### src/rtl/class_hvec_seq.sv
// Class hypervector sequencer: walks the class ROM class by class, frame by
// frame, and streams each captured frame with its tags over valid/ready.
module class_hvec_seq #(
    parameter int DI_PARALLEL_W_BITS = 64,
    parameter int NUM_CLASSES        = 8,
    parameter int NUM_FRAMES         = 3,
    parameter int CLASS_ID_W         = 3,
    parameter int FRAME_IDX_W        = 2
) (
    input  logic                          clk,
    input  logic                          rst,
    input  logic                          start,
    input  logic                          abort,
    output logic                          busy,
    output logic                          done,
    output logic [CLASS_ID_W-1:0]         frame_id,
    output logic [FRAME_IDX_W-1:0]        frame_index,
    input  logic [DI_PARALLEL_W_BITS-1:0] class_vec_in,
    output logic                          out_valid,
    input  logic                          out_ready,
    output logic [DI_PARALLEL_W_BITS-1:0] out_data,
    output logic [CLASS_ID_W-1:0]         out_class_id,
    output logic [FRAME_IDX_W-1:0]        out_frame_index,
    output logic                          out_last_frame,
    output logic                          out_last
);

    localparam logic [1:0] S_IDLE  = 2'd0;
    localparam logic [1:0] S_RUN   = 2'd1;
    localparam logic [1:0] S_DRAIN = 2'd2;
    localparam logic [1:0] S_DONE  = 2'd3;

    localparam logic [CLASS_ID_W-1:0]  LAST_CLASS = CLASS_ID_W'(NUM_CLASSES - 1);
    localparam logic [FRAME_IDX_W-1:0] LAST_FRAME = FRAME_IDX_W'(NUM_FRAMES - 1);

    logic [1:0]                    r_state;
    logic                          r_settle;
    logic [CLASS_ID_W-1:0]         r_cid;
    logic [FRAME_IDX_W-1:0]        r_fidx;
    logic [DI_PARALLEL_W_BITS-1:0] r_data;
    logic [CLASS_ID_W-1:0]         r_tag_cid;
    logic [FRAME_IDX_W-1:0]        r_tag_fidx;
    logic                          r_valid;
    logic                          r_last_frame;
    logic                          r_last;

    logic w_in_run;
    logic w_in_drain;
    logic w_abort;
    logic w_hs;
    logic w_load;
    logic w_frame_end;
    logic w_class_end;
    logic w_final;

    assign w_in_run    = (r_state == S_RUN);
    assign w_in_drain  = (r_state == S_DRAIN);
    assign w_abort     = abort && (w_in_run || w_in_drain);
    assign w_hs        = r_valid && out_ready;
    // The first RUN cycle only lets the ROM address settle; no capture.
    assign w_load      = w_in_run && !r_settle && !abort
                         && (!r_valid || out_ready);
    assign w_frame_end = (r_fidx == LAST_FRAME);
    assign w_class_end = (r_cid == LAST_CLASS);
    assign w_final     = w_frame_end && w_class_end;

    always_ff @(posedge clk or posedge rst) begin
        if (rst) begin
            r_state  <= S_IDLE;
            r_settle <= 1'b0;
        end else begin
            case (r_state)
                S_IDLE: begin
                    if (start) begin
                        r_state  <= S_RUN;
                        r_settle <= 1'b1;
                    end
                end
                S_RUN: begin
                    r_settle <= 1'b0;
                    if (abort) begin
                        r_state <= S_IDLE;
                    end else if (w_load && w_final) begin
                        r_state <= S_DRAIN;
                    end
                end
                S_DRAIN: begin
                    if (abort) begin
                        r_state <= S_IDLE;
                    end else if (w_hs) begin
                        r_state <= S_DONE;
                    end
                end
                S_DONE: begin
                    r_state <= S_IDLE;
                end
                default: begin
                    r_state <= S_IDLE;
                end
            endcase
        end
    end

    // ROM address counters; they stop on the final address rather than wrap.
    always_ff @(posedge clk or posedge rst) begin
        if (rst) begin
            r_cid  <= '0;
            r_fidx <= '0;
        end else if (r_state == S_IDLE && start) begin
            r_cid  <= '0;
            r_fidx <= '0;
        end else if (w_load && !w_final) begin
            if (w_frame_end) begin
                r_fidx <= '0;
                r_cid  <= r_cid + 1'b1;
            end else begin
                r_fidx <= r_fidx + 1'b1;
            end
        end
    end

    always_ff @(posedge clk or posedge rst) begin
        if (rst) begin
            r_data     <= '0;
            r_tag_cid  <= '0;
            r_tag_fidx <= '0;
        end else if (w_load) begin
            r_data     <= class_vec_in;
            r_tag_cid  <= r_cid;
            r_tag_fidx <= r_fidx;
        end
    end

    // Abort wins over a coincident handshake: that beat is dropped.
    always_ff @(posedge clk or posedge rst) begin
        if (rst) begin
            r_valid      <= 1'b0;
            r_last_frame <= 1'b0;
            r_last       <= 1'b0;
        end else if (w_abort) begin
            r_valid      <= 1'b0;
            r_last_frame <= 1'b0;
            r_last       <= 1'b0;
        end else if (w_load) begin
            r_valid      <= 1'b1;
            r_last_frame <= w_frame_end;
            r_last       <= w_final;
        end else if (w_in_drain && w_hs) begin
            r_valid <= 1'b0;
            r_last  <= 1'b0;
        end
    end

    assign busy            = w_in_run || w_in_drain;
    assign done            = (r_state == S_DONE);
    assign frame_id        = r_cid;
    assign frame_index     = r_fidx;
    assign out_valid       = r_valid;
    assign out_data        = r_data;
    assign out_class_id    = r_tag_cid;
    assign out_frame_index = r_tag_fidx;
    assign out_last_frame  = r_last_frame;
    assign out_last        = r_last;

endmodule

### config.mk
export PLATFORM = sky130hd
export DESIGN_NAME = class_hvec_seq
export DESIGN_NICKNAME = d
export VERILOG_FILES = /design/src/rtl/class_hvec_seq.sv
export SDC_FILE = /design/constraint.sdc
export NUM_CORES = 1
export LEC_CHECK = 0
export ABC_AREA = 1
export CAP_MARGIN = 20
export CORE_MARGIN = 2
export CORE_UTILIZATION = 45
export DETAILED_ROUTE_END_ITERATION = 10
export PLACE_DENSITY = 0.89
export SLEW_MARGIN = 25
export SYNTH_ARGS = -nofsm -noshare
export SYNTH_HDL_FRONTEND = slang
export SYNTH_SLANG_ARGS = --single-unit
### constraint.sdc
create_clock -name clk -period 5.95 [get_ports clk]
set_clock_uncertainty 0.1 [all_clocks]
set_input_delay 0.595 -clock clk [delete_from_list [all_inputs] [get_ports clk]]
set_output_delay 0.595 -clock clk [all_outputs]
set_load 0.005 [all_outputs]
==> key figures, run 1 <==
Status
  – Outcome: complete, no violations

Detailed routing
  – Vias post-DR: around 2900
  – # DRC: 0
  – Vias per inst: approximately 4.7
  – Wire per inst: between 10 and 15 µm
  – Count of antenna-violating nets left after detailed routing: 0
  – Final WL: approximately 8.2 mm
  – 1st-iter DRT viols: about 120
  – Drt pass-1 iters: 4

Cells and area
  – Final instance area: between 5000 and 6000 µm²
  – Share of layout cells above drive strength 1: roughly 4.7%
  – N_diodes: 0
  – Fillers: about 580
  – Area growth syn-to-layout: 50.8%
  – Final nets: between 600 and 700
  – Post-route insts no fill: 630
  – Final core utilization: 69.8%

Placement
  – Cell area after placement: between 4000 and 5000 µm²
  – Placed cell count: approximately 620
  – GPL Wtd Cong: roughly 0.83
  – # port buffers: roughly 150
  – Hpwl dp: approximately 5.7 mm
  – Worst slack at placement: between 3 and 4 ns

Pwr
  – Leakage: ~2.5 nW
  – Worst VDD drop: 0.000325 V
  – Power Density: about 470 nW/µm²

Synth
  – Sequential area share after synthesis: about three fifths
  – Synth cell types: 19
  – FF+latch count, synth: 80
  – Yosys top cell area share: about 60%
  – Syn Area/Cell: a little under 9 µm²
  – Syn Inst Count: ~380
  – Mapped Nets: around 460
  – Syn Std Cell Area: about 3300 µm²
  – Syn. warnings: 0
  – Largest cells by area after synthesis: dfrtp_1, nand2_1, ha_1
  – Synth area leader: dfrtp_1

Clock network
  – Clk root buf: clkbuf_8
  – Post-CTS setup buffer count: 0
  – H-Tree Depth: 3
  – Total CTS buffers: 9
  – TritonCTS clock tree: built
  – Worst-Skew Late Latency: between 0.3 and 0.4 ns
  – Clock transition at path regs: ~0.08 ns
  – Clock tree sinks: 80
  – Hold-fix buffers, CTS: 0
  – Max clock buf depth: 2
  – Post-CTS Resized: 0

Timing
  – Fmax: 427 MHz
  – Setup ws final: ~3.6 ns
  – Unrepaired setup endpoints after global routing: false
  – Slew HR: about 43%
  – Setup TNS: 0 ns
  – Fin crit share: slightly below 40%
  – Fin crit period: roughly 2.3 ns
  – Hold Vio Cnt, Final: 0
  – Least-Margin Pin Slew: 0.861 ns
  – Setup Viol. Count Final: 0
  – Fin. max-slew vios: 0

Floorplanning
  – Die height: 90.2 µm
  – Site Rows: 31
  – Initial Util: between 40% and 50%
  – Core box area: between 7000 and 8000 µm²
  – Num ports: approximately 150
  – Die Width: 90.2 µm
  – Die area: a little over 8000 µm²

GRT
  – Vias in the first global route: 2938
  – First-pass GRT wire length: about 14 mm
  – Total GRT Usage: between 20 and 25%
  – Largest net degree at the start of global routing: 81
  – Initial antenna violation count: 0
  – Total global routing overflow: 0

Critical path
  – Worst EP arrival: ~1.7 ns
  – Critical path type: reg2out
  – Crit start category: register
  – Worst Path Required: 5.26 ns
  – Crit. End Element: primary output
  – Worst-path fanout max: 4

Job
  – Max Cap Violations: 0

Min path
  – Hold crit path type: reg2reg
[per-layer routing]
metal  GRT usage, %  part of all wire [%]  wire length [µm]  vias to the layer above
met1           25.7                    43              3510                     1386
li1               -                     -                 -                     1445
met5              0                     0                 0                        -
met2           35.3                    49              4020                      107
met3           5.20                   6.7               547                        7
met4           6.92                   1.2                95                        0
[cells by family after synthesis]
group / Yosys count / synth area share (%)
DFF: 80 / 59.9
AOI/OAI and AO/OA: 8 / 1.27
and+or+nand+nor: 255 / 30.1
buffers and inverters: 33 / 6.11
adders and majority gates: 7 / 2.62
[through the flow]
stage | hold slack [ns] | power (mW)
CTS | 0.385 | 2.41
finish | 0.381 | 2.39
global placement | 0.363 | 1.92
floorplan | 0.365 | 1.38
detailed placement | 0.365 | 1.97
global route | 0.408 | 2.56
[path summary, 6_finish.rpt]
path	startpoint	end	slack, ns	cells after the start
max	r_state[1]$_DFFE_PP0P_	busy	3.61	3
min	out_data[48]$_DFFE_PP0P_	out_data[48]$_DFFE_PP0P_	0.38	2
max reg2reg	r_state[1]$_DFFE_PP0P_	frame_index[0]$_DFFE_PP0P_	3.76	9
min reg2reg	out_data[48]$_DFFE_PP0P_	out_data[48]$_DFFE_PP0P_	0.38	2
max in group asynchronous	rst	frame_id[0]$_DFFE_PP0P_	4.61	3
min in group asynchronous	rst	out_data[46]$_DFFE_PP0P_	0.64	3
[synth_stat cells]
library cell    n
a21oi_1         2
a31oi_1         1
buf_2           1
buf_4           7
buf_6           7
dfrtp_1        80
ha_1            7
inv_1          16
inv_2           2
nand2_1       228
nand2_2         1
nand3_1        13
nand4_1         2
nor2_1          7
nor2_2          3
nor2_8          1
o21ai_0         2
o21ai_1         2
o22ai_1         1
[cell type report]
class                      count  area, µm²  area share [%]
clock buffer                  10        138            2.73
sequential                    80       2000            39.7
multi-input combinational    270       1140            22.7
inverter                      18       68.8            1.37
tap                           99        124            2.46
clock inverter                 5       81.3            1.61
timing repair buffer         148       1480            29.4
[critical path: stages, from the launching register on]
cell and delay [ns]:
dfrtp_1 0.41, inv_1 0.10, ha_1 0.29, clkdlybuf4s50_1 0.50
[where the power goes]
group          switching (mW)  internal (mW)  leakage [nW]
combinational           0.457          0.575          1.41
clock                   0.188          0.245         0.108
sequential              0.142          0.778          1.02
[flip-flops by register name, indices dropped and copies added, names as in the netlist]
signal           count
r_state              2
frame_id             3
out_last_frame       1
out_last             1
out_frame_index      2
frame_index          2
out_data            64
out_class_id         3
out_valid            1
r_settle             1
[layout by cell type (no fill, tap or decap), drive strengths merged]
master / instances
a21oi: 2
inv: 17
ha: 7
nor2: 11
bufinv: 2
nand2: 229
a31oi: 1
nand3: 13
o21ai: 4
o22ai: 1
nand4: 2
clkinvlp: 1
buf: 1
clkdlybuf4s50: 147
clkinv: 3
clkbuf: 10
dfrtp: 80
Power figures use the tool's default switching activity.
==> run 2: changes to the inputs <==
--- a/config.mk
+++ b/config.mk
@@ -8,9 +8,9 @@
 export ABC_AREA = 1
 export CAP_MARGIN = 20
 export CORE_MARGIN = 2
-export CORE_UTILIZATION = 45
+export CORE_UTILIZATION = 42
 export DETAILED_ROUTE_END_ITERATION = 10
-export PLACE_DENSITY = 0.89
+export PLACE_DENSITY = 0.84
 export SLEW_MARGIN = 25
 export SYNTH_ARGS = -nofsm -noshare
 export SYNTH_HDL_FRONTEND = slang
==> constraint.sdc (replaced) <==
create_clock -name clk -period 2.24 [get_ports clk]
set_clock_uncertainty 0.1 [all_clocks]
set_input_delay 0.224 -clock clk [delete_from_list [all_inputs] [get_ports clk]]
set_output_delay 0.224 -clock clk [all_outputs]
set_load 0.005 [all_outputs]
==> key figures, run 2 (synthesis gave the netlist of run 1 again) <==
Timing
  – Fin. max-slew vios: 0 (unchanged)
  – Fmax: roughly 500 MHz
  – Least-Margin Pin Slew: 0.434 ns (-0.427 ns)
  – Setup TNS: 0 ns (unchanged)
  – Hold Vio Cnt, Final: 0 (unchanged)
  – Fin crit period: approximately 2.0 ns
  – Setup ws final: 0.244 ns (-3.36 ns)
  – Fin crit share: between 80% and 90%
  – Setup Viol. Count Final: 0 (unchanged)
  – Slew HR: 71.0% (+28 points)
  – Unrepaired setup endpoints after global routing: false

Detailed routing
  – Count of antenna-violating nets left after detailed routing: 0 (unchanged)
  – Wire per inst: 13.0 µm (+0.47%)
  – Final WL: 8.32 mm (+1.7%)
  – Vias per inst: 4.63 (-0.92%)
  – 1st-iter DRT viols: 99 (-16%)
  – Vias post-DR: 2955 (+0.34%)
  – # DRC: 0 (unchanged)
  – Drt pass-1 iters: 6 (+2)

Pwr
  – Switch share: 32.1% (-0.95 points)
  – Clock power frac: 19.5% (+1.3 points)
  – P_int: 4.43 mW (+180%)
  – Total power: 6.52 mW (+170%)
  – Sequential share of power: 37.1% (-1.5 points)
  – Combinational Power Share: 43.4% (about the same)
  – Psw: 2.09 mW (+170%)
  – Leakage: 2.58 nW (+1.8%)
  – Worst VDD drop: 0.000595 V (+83%)
  – Power Density: 1270 nW/µm² (+170%)

GRT
  – Total global routing overflow: 0 (unchanged)
  – Initial antenna violation count: 0 (unchanged)
  – First-pass GRT wire length: 13.5 mm (-1.1%)
  – Largest net degree at the start of global routing: 63 (-22%)
  – Vias in the first global route: 2892 (-1.6%)
  – Total GRT Usage: 19.9% (-0.80 points)

Cells and area
  – N_diodes: 0 (unchanged)
  – Fillers: 623 (+7.0%)
  – Most frequent cells in the layout: nand2_1, clkdlybuf4s50_1, dfrtp_1, inv_1, nand3_1
  – Most common cell after layout, fill and taps aside: nand2_1
  – Multi-input logic area: 1140 µm² (-0.44%)
  – Final nets: 607 (+0.66%)
  – Sequential cell area: 2000 µm² (unchanged)
  – Post-route insts no fill: 638 (+1.3%)
  – Max reg flops: 64 (unchanged)
  – Final instance area: 5140 µm² (+2.1%)
  – Share of layout cells above drive strength 1: 5.41% (+0.70 points)
  – Area growth syn-to-layout: 53.9%

Clock network
  – Post-CTS Resized: 0 (unchanged)
  – H-Tree Depth: 3 (unchanged)
  – Total CTS buffers: 9 (unchanged)
  – Max clock buf depth: 2 (unchanged)
  – Worst-Skew Late Latency: 0.34 ns (about the same)
  – Hold-fix buffers, CTS: 0 (unchanged)
  – Post-CTS setup buffer count: 0 (unchanged)
  – Clock transition at path regs: 0.08 ns (about the same)
  – Clock tree sinks: 80 (unchanged)
  – Clk root buf: clkbuf_8
  – TritonCTS clock tree: built

Critical path
  – Crit. End Element: primary output
  – Critical path type: reg2out
  – Worst EP arrival: 1.67 ns (+0.02 ns)
  – Crit start category: register
  – Worst Path Required: 1.92 ns (-3.34 ns)
  – Worst-path fanout max: 4 (unchanged)

Floorplanning
  – Core box area: 7730 µm² (+7.1%)
  – Site Rows: 32 (+3.2%)
  – Die area: 8680 µm² (+6.8%)
  – Die Width: 93.2 µm (+3.4%)
  – Die height: 93.2 µm (+3.4%)
  – Num ports: 148 (unchanged)
  – Initial Util: 43.2% (-3.1 points)

Min path
  – Hold crit path type: in2async

Placement
  – Hpwl dp: 6.13 mm (+6.9%)
  – Worst slack at placement: 0.419 ns (-2.87 ns)
  – GPL Wtd Cong: 0.827 (+0.18%)
  – # port buffers: 147 (unchanged)
  – Cell area after placement: 4900 µm² (+1.7%)
  – Placed cell count: 622 (+1.1%)

Status
  – Outcome: complete, no violations

Job
  – Max Cap Violations: 0 (unchanged)
## run 2: final cells by class
type | instances | share of cell area, %
clock inverter | 5 | 2.02
tap | 102 | 2.48
clock buffer | 11 | 2.75
inverter | 18 | 1.39
multi-input combinational | 270 | 22.1
sequential | 80 | 38.9
timing repair buffer | 152 | 30.3
## run 2: metal layers
metal / wire length (µm) / vias up / global-route usage, %
li1: - / 1457 / -
met1: 3550 / 1382 / 25.2
met2: 4110 / 103 / 33.8
met3: 498 / 13 / 3.71
met4: 158 / 0 / 7.72
met5: 0 / - / 0
## run 2: critical path: stages, from the launching register on
cell and delay (ns):
dfrtp_1 0.42, inv_1 0.10, ha_1 0.31, clkdlybuf4s50_1 0.50
## run 2: worst paths after layout
| path | startpoint | endpoint | slack (ns) | depth (start not counted) |
|---|---|---|---|---|
| setup reg to reg | r_state[1]$_DFFE_PP0P_ | out_data[15]$_DFFE_PP0P_ | 0.45 | 8 |
| min in group clk | class_vec_in[32] | out_data[32]$_DFFE_PP0P_ | 0.31 | 3 |
| hold reg to reg | out_last$_DFFE_PP0P_ | out_last$_DFFE_PP0P_ | 0.38 | 2 |
| hold / removal | rst | out_data[27]$_DFFE_PP0P_ | 0.13 | 2 |
| setup / recovery | r_state[0]$_DFFE_PP0P_ | busy | 0.24 | 3 |
| max in group asynchronous | rst | out_data[43]$_DFFE_PP0P_ | 1.27 | 3 |
## run 2: power groups by stage
stage	sequential [mW]	clock (mW)	combinational [mW]
2_1_floorplan	2.47	0	1.21
3_3_place_gp	2.42	0	2.76
3_5_place_dp	2.44	0	2.86
4_1_cts	2.42	1.31	2.87
5_1_grt	2.50	1.36	3.14
6_report	2.42	1.27	2.83
## run 2: through the flow
stage	utilization, %	hold WS (ns)
after floorplan	-	0.234
after global placement	63.4	0.358
after detailed placement	63.4	0.364
after CTS	66.5	0.136
after global routing	66.5	0.156
final	66.5	0.133
==> run 3: changes to the inputs <==
--- a/config.mk
+++ b/config.mk
@@ -10,7 +10,8 @@
 export CORE_MARGIN = 2
 export CORE_UTILIZATION = 42
 export DETAILED_ROUTE_END_ITERATION = 10
-export PLACE_DENSITY = 0.84
+export PLACE_DENSITY = 0.88
+export SETUP_SLACK_MARGIN = 0.05
 export SLEW_MARGIN = 25
 export SYNTH_ARGS = -nofsm -noshare
 export SYNTH_HDL_FRONTEND = slang
==> constraint.sdc (replaced) <==
create_clock -name clk -period 2.24 [get_ports clk]
set_clock_uncertainty 0.1 [all_clocks]
set_input_delay 0.224 -clock clk [delete_from_list [all_inputs] [get_ports clk]]
set_output_delay 0.224 -clock clk [all_outputs]
set_load 0.01 [all_outputs]
==> key figures, run 3 (synthesis gave the netlist of run 1 again) <==
Cells and area
  – Fillers: 624 (+0.16%)
  – Most frequent cells in the layout: nand2_1, clkdlybuf4s50_1, dfrtp_1, inv_1, nand3_1
  – Share of layout cells above drive strength 1: 5.23% (-0.18 points)
  – Most common cell after layout, fill and taps aside: nand2_1
  – N_diodes: 0 (unchanged)
  – Final nets: 607 (unchanged)
  – Area growth syn-to-layout: 51.4%
  – Final instance area: 5060 µm² (-1.6%)
  – Max reg flops: 64 (unchanged)

Detailed routing
  – Vias post-DR: 2997 (+1.4%)
  – Final WL: 8.62 mm (+3.6%)
  – Drt pass-1 iters: 5 (-1)
  – 1st-iter DRT viols: 124 (+25%)
  – Count of antenna-violating nets left after detailed routing: 0 (unchanged)
  – Wire per inst: 13.5 µm (+3.8%)
  – Vias per inst: 4.70 (+1.6%)
  – # DRC: 0 (unchanged)

GRT
  – Vias in the first global route: 2998 (+3.7%)
  – Total GRT Usage: 20.3% (+0.48 points)
  – Total global routing overflow: 0 (unchanged)
  – Largest net degree at the start of global routing: 67 (+6.3%)
  – Initial antenna violation count: 0 (unchanged)
  – First-pass GRT wire length: 13.9 mm (+2.6%)

Pwr
  – Worst VDD drop: 0.000779 V (+31%)
  – Power Density: 1290 nW/µm² (+1.5%)
  – Leakage: 2.54 nW (-1.8%)

Timing
  – Hold Vio Cnt, Final: 0 (unchanged)
  – Fmax: 497 MHz (-0.83%)
  – Fin crit period: 2.01 ns (+0.0167 ns)
  – Setup TNS: 0 ns (unchanged)
  – Fin. max-slew vios: 0 (unchanged)
  – Slew HR: 65.9% (-5.1 points)
  – Unrepaired setup endpoints after global routing: false
  – Least-Margin Pin Slew: 0.511 ns (+0.0768 ns)
  – Setup Viol. Count Final: 0 (unchanged)
  – Fin crit share: 89.8% (+0.74 points)

Clock network
  – Max clock buf depth: 2 (unchanged)
  – TritonCTS clock tree: built
  – Clock transition at path regs: 0.08 ns (about the same)
  – Worst-Skew Late Latency: 0.33 ns (about the same)
  – Clock tree sinks: 80 (unchanged)
  – Post-CTS setup buffer count: 0 (unchanged)
  – Hold-fix buffers, CTS: 0 (unchanged)
  – H-Tree Depth: 3 (unchanged)
  – Clk root buf: clkbuf_8
  – Total CTS buffers: 9 (unchanged)
  – Post-CTS Resized: 0 (unchanged)

Min path
  – Hold crit path type: in2async

Critical path
  – Worst-path fanout max: 4 (unchanged)
  – Worst Path Required: 1.92 ns (about the same)
  – Crit. End Element: primary output
  – Crit start category: register
  – Critical path type: reg2out
  – Worst EP arrival: 1.69 ns (+0.02 ns)

Floorplanning
  – Site Rows: 32 (unchanged)
  – Num ports: 148 (unchanged)
  – Initial Util: 43.2% (unchanged)
  – Die Width: 93.2 µm (unchanged)
  – Die area: 8680 µm² (unchanged)
  – Die height: 93.2 µm (unchanged)
  – Core box area: 7730 µm² (unchanged)

Placement
  – # port buffers: 147 (unchanged)
  – Cell area after placement: 4870 µm² (-0.51%)
  – GPL Wtd Cong: 0.820 (-0.80%)
  – Hpwl dp: 6.32 mm (+3.0%)

Job
  – Max Cap Violations: 0 (unchanged)

Status
  – Outcome: complete, no violations
run 3: cell count changes in the layout (fill, tap and decap cells not counted):
cell / delta
buf_4: +2
buf_12: -2
bufinv_16: -2
clkinvlp_4: +2
clkbuf_8: -1
run 3: final timing paths:
kind / end / startpoint / depth (start not counted) / slack (ns)
max: busy / r_state[0]$_DFFE_PP0P_ / 3 / 0.23
min: out_data[5]$_DFFE_PP0P_ / rst / 3 / 0.27
max reg2reg: out_data[16]$_DFFE_PP0P_ / r_state[1]$_DFFE_PP0P_ / 9 / 0.41
min reg2reg: out_last$_DFFE_PP0P_ / out_last$_DFFE_PP0P_ / 2 / 0.38
max in group asynchronous: out_data[56]$_DFFE_PP0P_ / rst / 3 / 1.39
min in group clk: out_data[53]$_DFFE_PP0P_ / class_vec_in[53] / 3 / 0.31
run 3: layer usage:
layer  GRT usage [%]  vias to the layer above  wire length, µm
met5               0                        -                0
li1                -                     1457                -
met3            4.19                       12              512
met4            7.72                        0              114
met1            24.5                     1416             3600
met2            35.9                      112             4400
run 3: metrics by stage:
| step | cells | setup WS [ns] | utilization [%] | hold WS, ns | power [mW] |
|---|---|---|---|---|---|
| after floorplan | 383 | 0.769 | - | 0.234 | 3.91 |
| after global placement | 622 | 0.463 | 63.1 | 0.362 | 5.40 |
| after detailed placement | 622 | 0.407 | 63.1 | 0.363 | 5.55 |
| after CTS | 637 | 0.204 | 65.5 | 0.276 | 6.58 |
| after global routing | 637 | 0.151 | 65.5 | 0.301 | 6.97 |
| final | 637 | 0.228 | 65.5 | 0.274 | 6.51 |
run 3: where the power goes:
part           total [mW]  internal [mW]  switching [mW]
registers            2.44           2.07           0.373
clock network        1.01          0.509           0.497
logic                3.06           1.58            1.48
run 3: critical path, stage by stage (launching register included):
cell	delay, ns
dfrtp_1	0.42
inv_1	0.11
ha_1	0.30
clkdlybuf4s50_1	0.53
run 3: final cells by class:
type,instances,area (µm²),share of cell area (%)
Inverter,18,71.3,1.41
Timing Repair Buffer,152,1530,30.3
Clock buffer,10,128,2.52
Multi-Input combinational cell,270,1140,22.5
Clock inverter,5,58.8,1.16
Sequential cell,80,2000,39.6
Tap cell,102,128,2.52
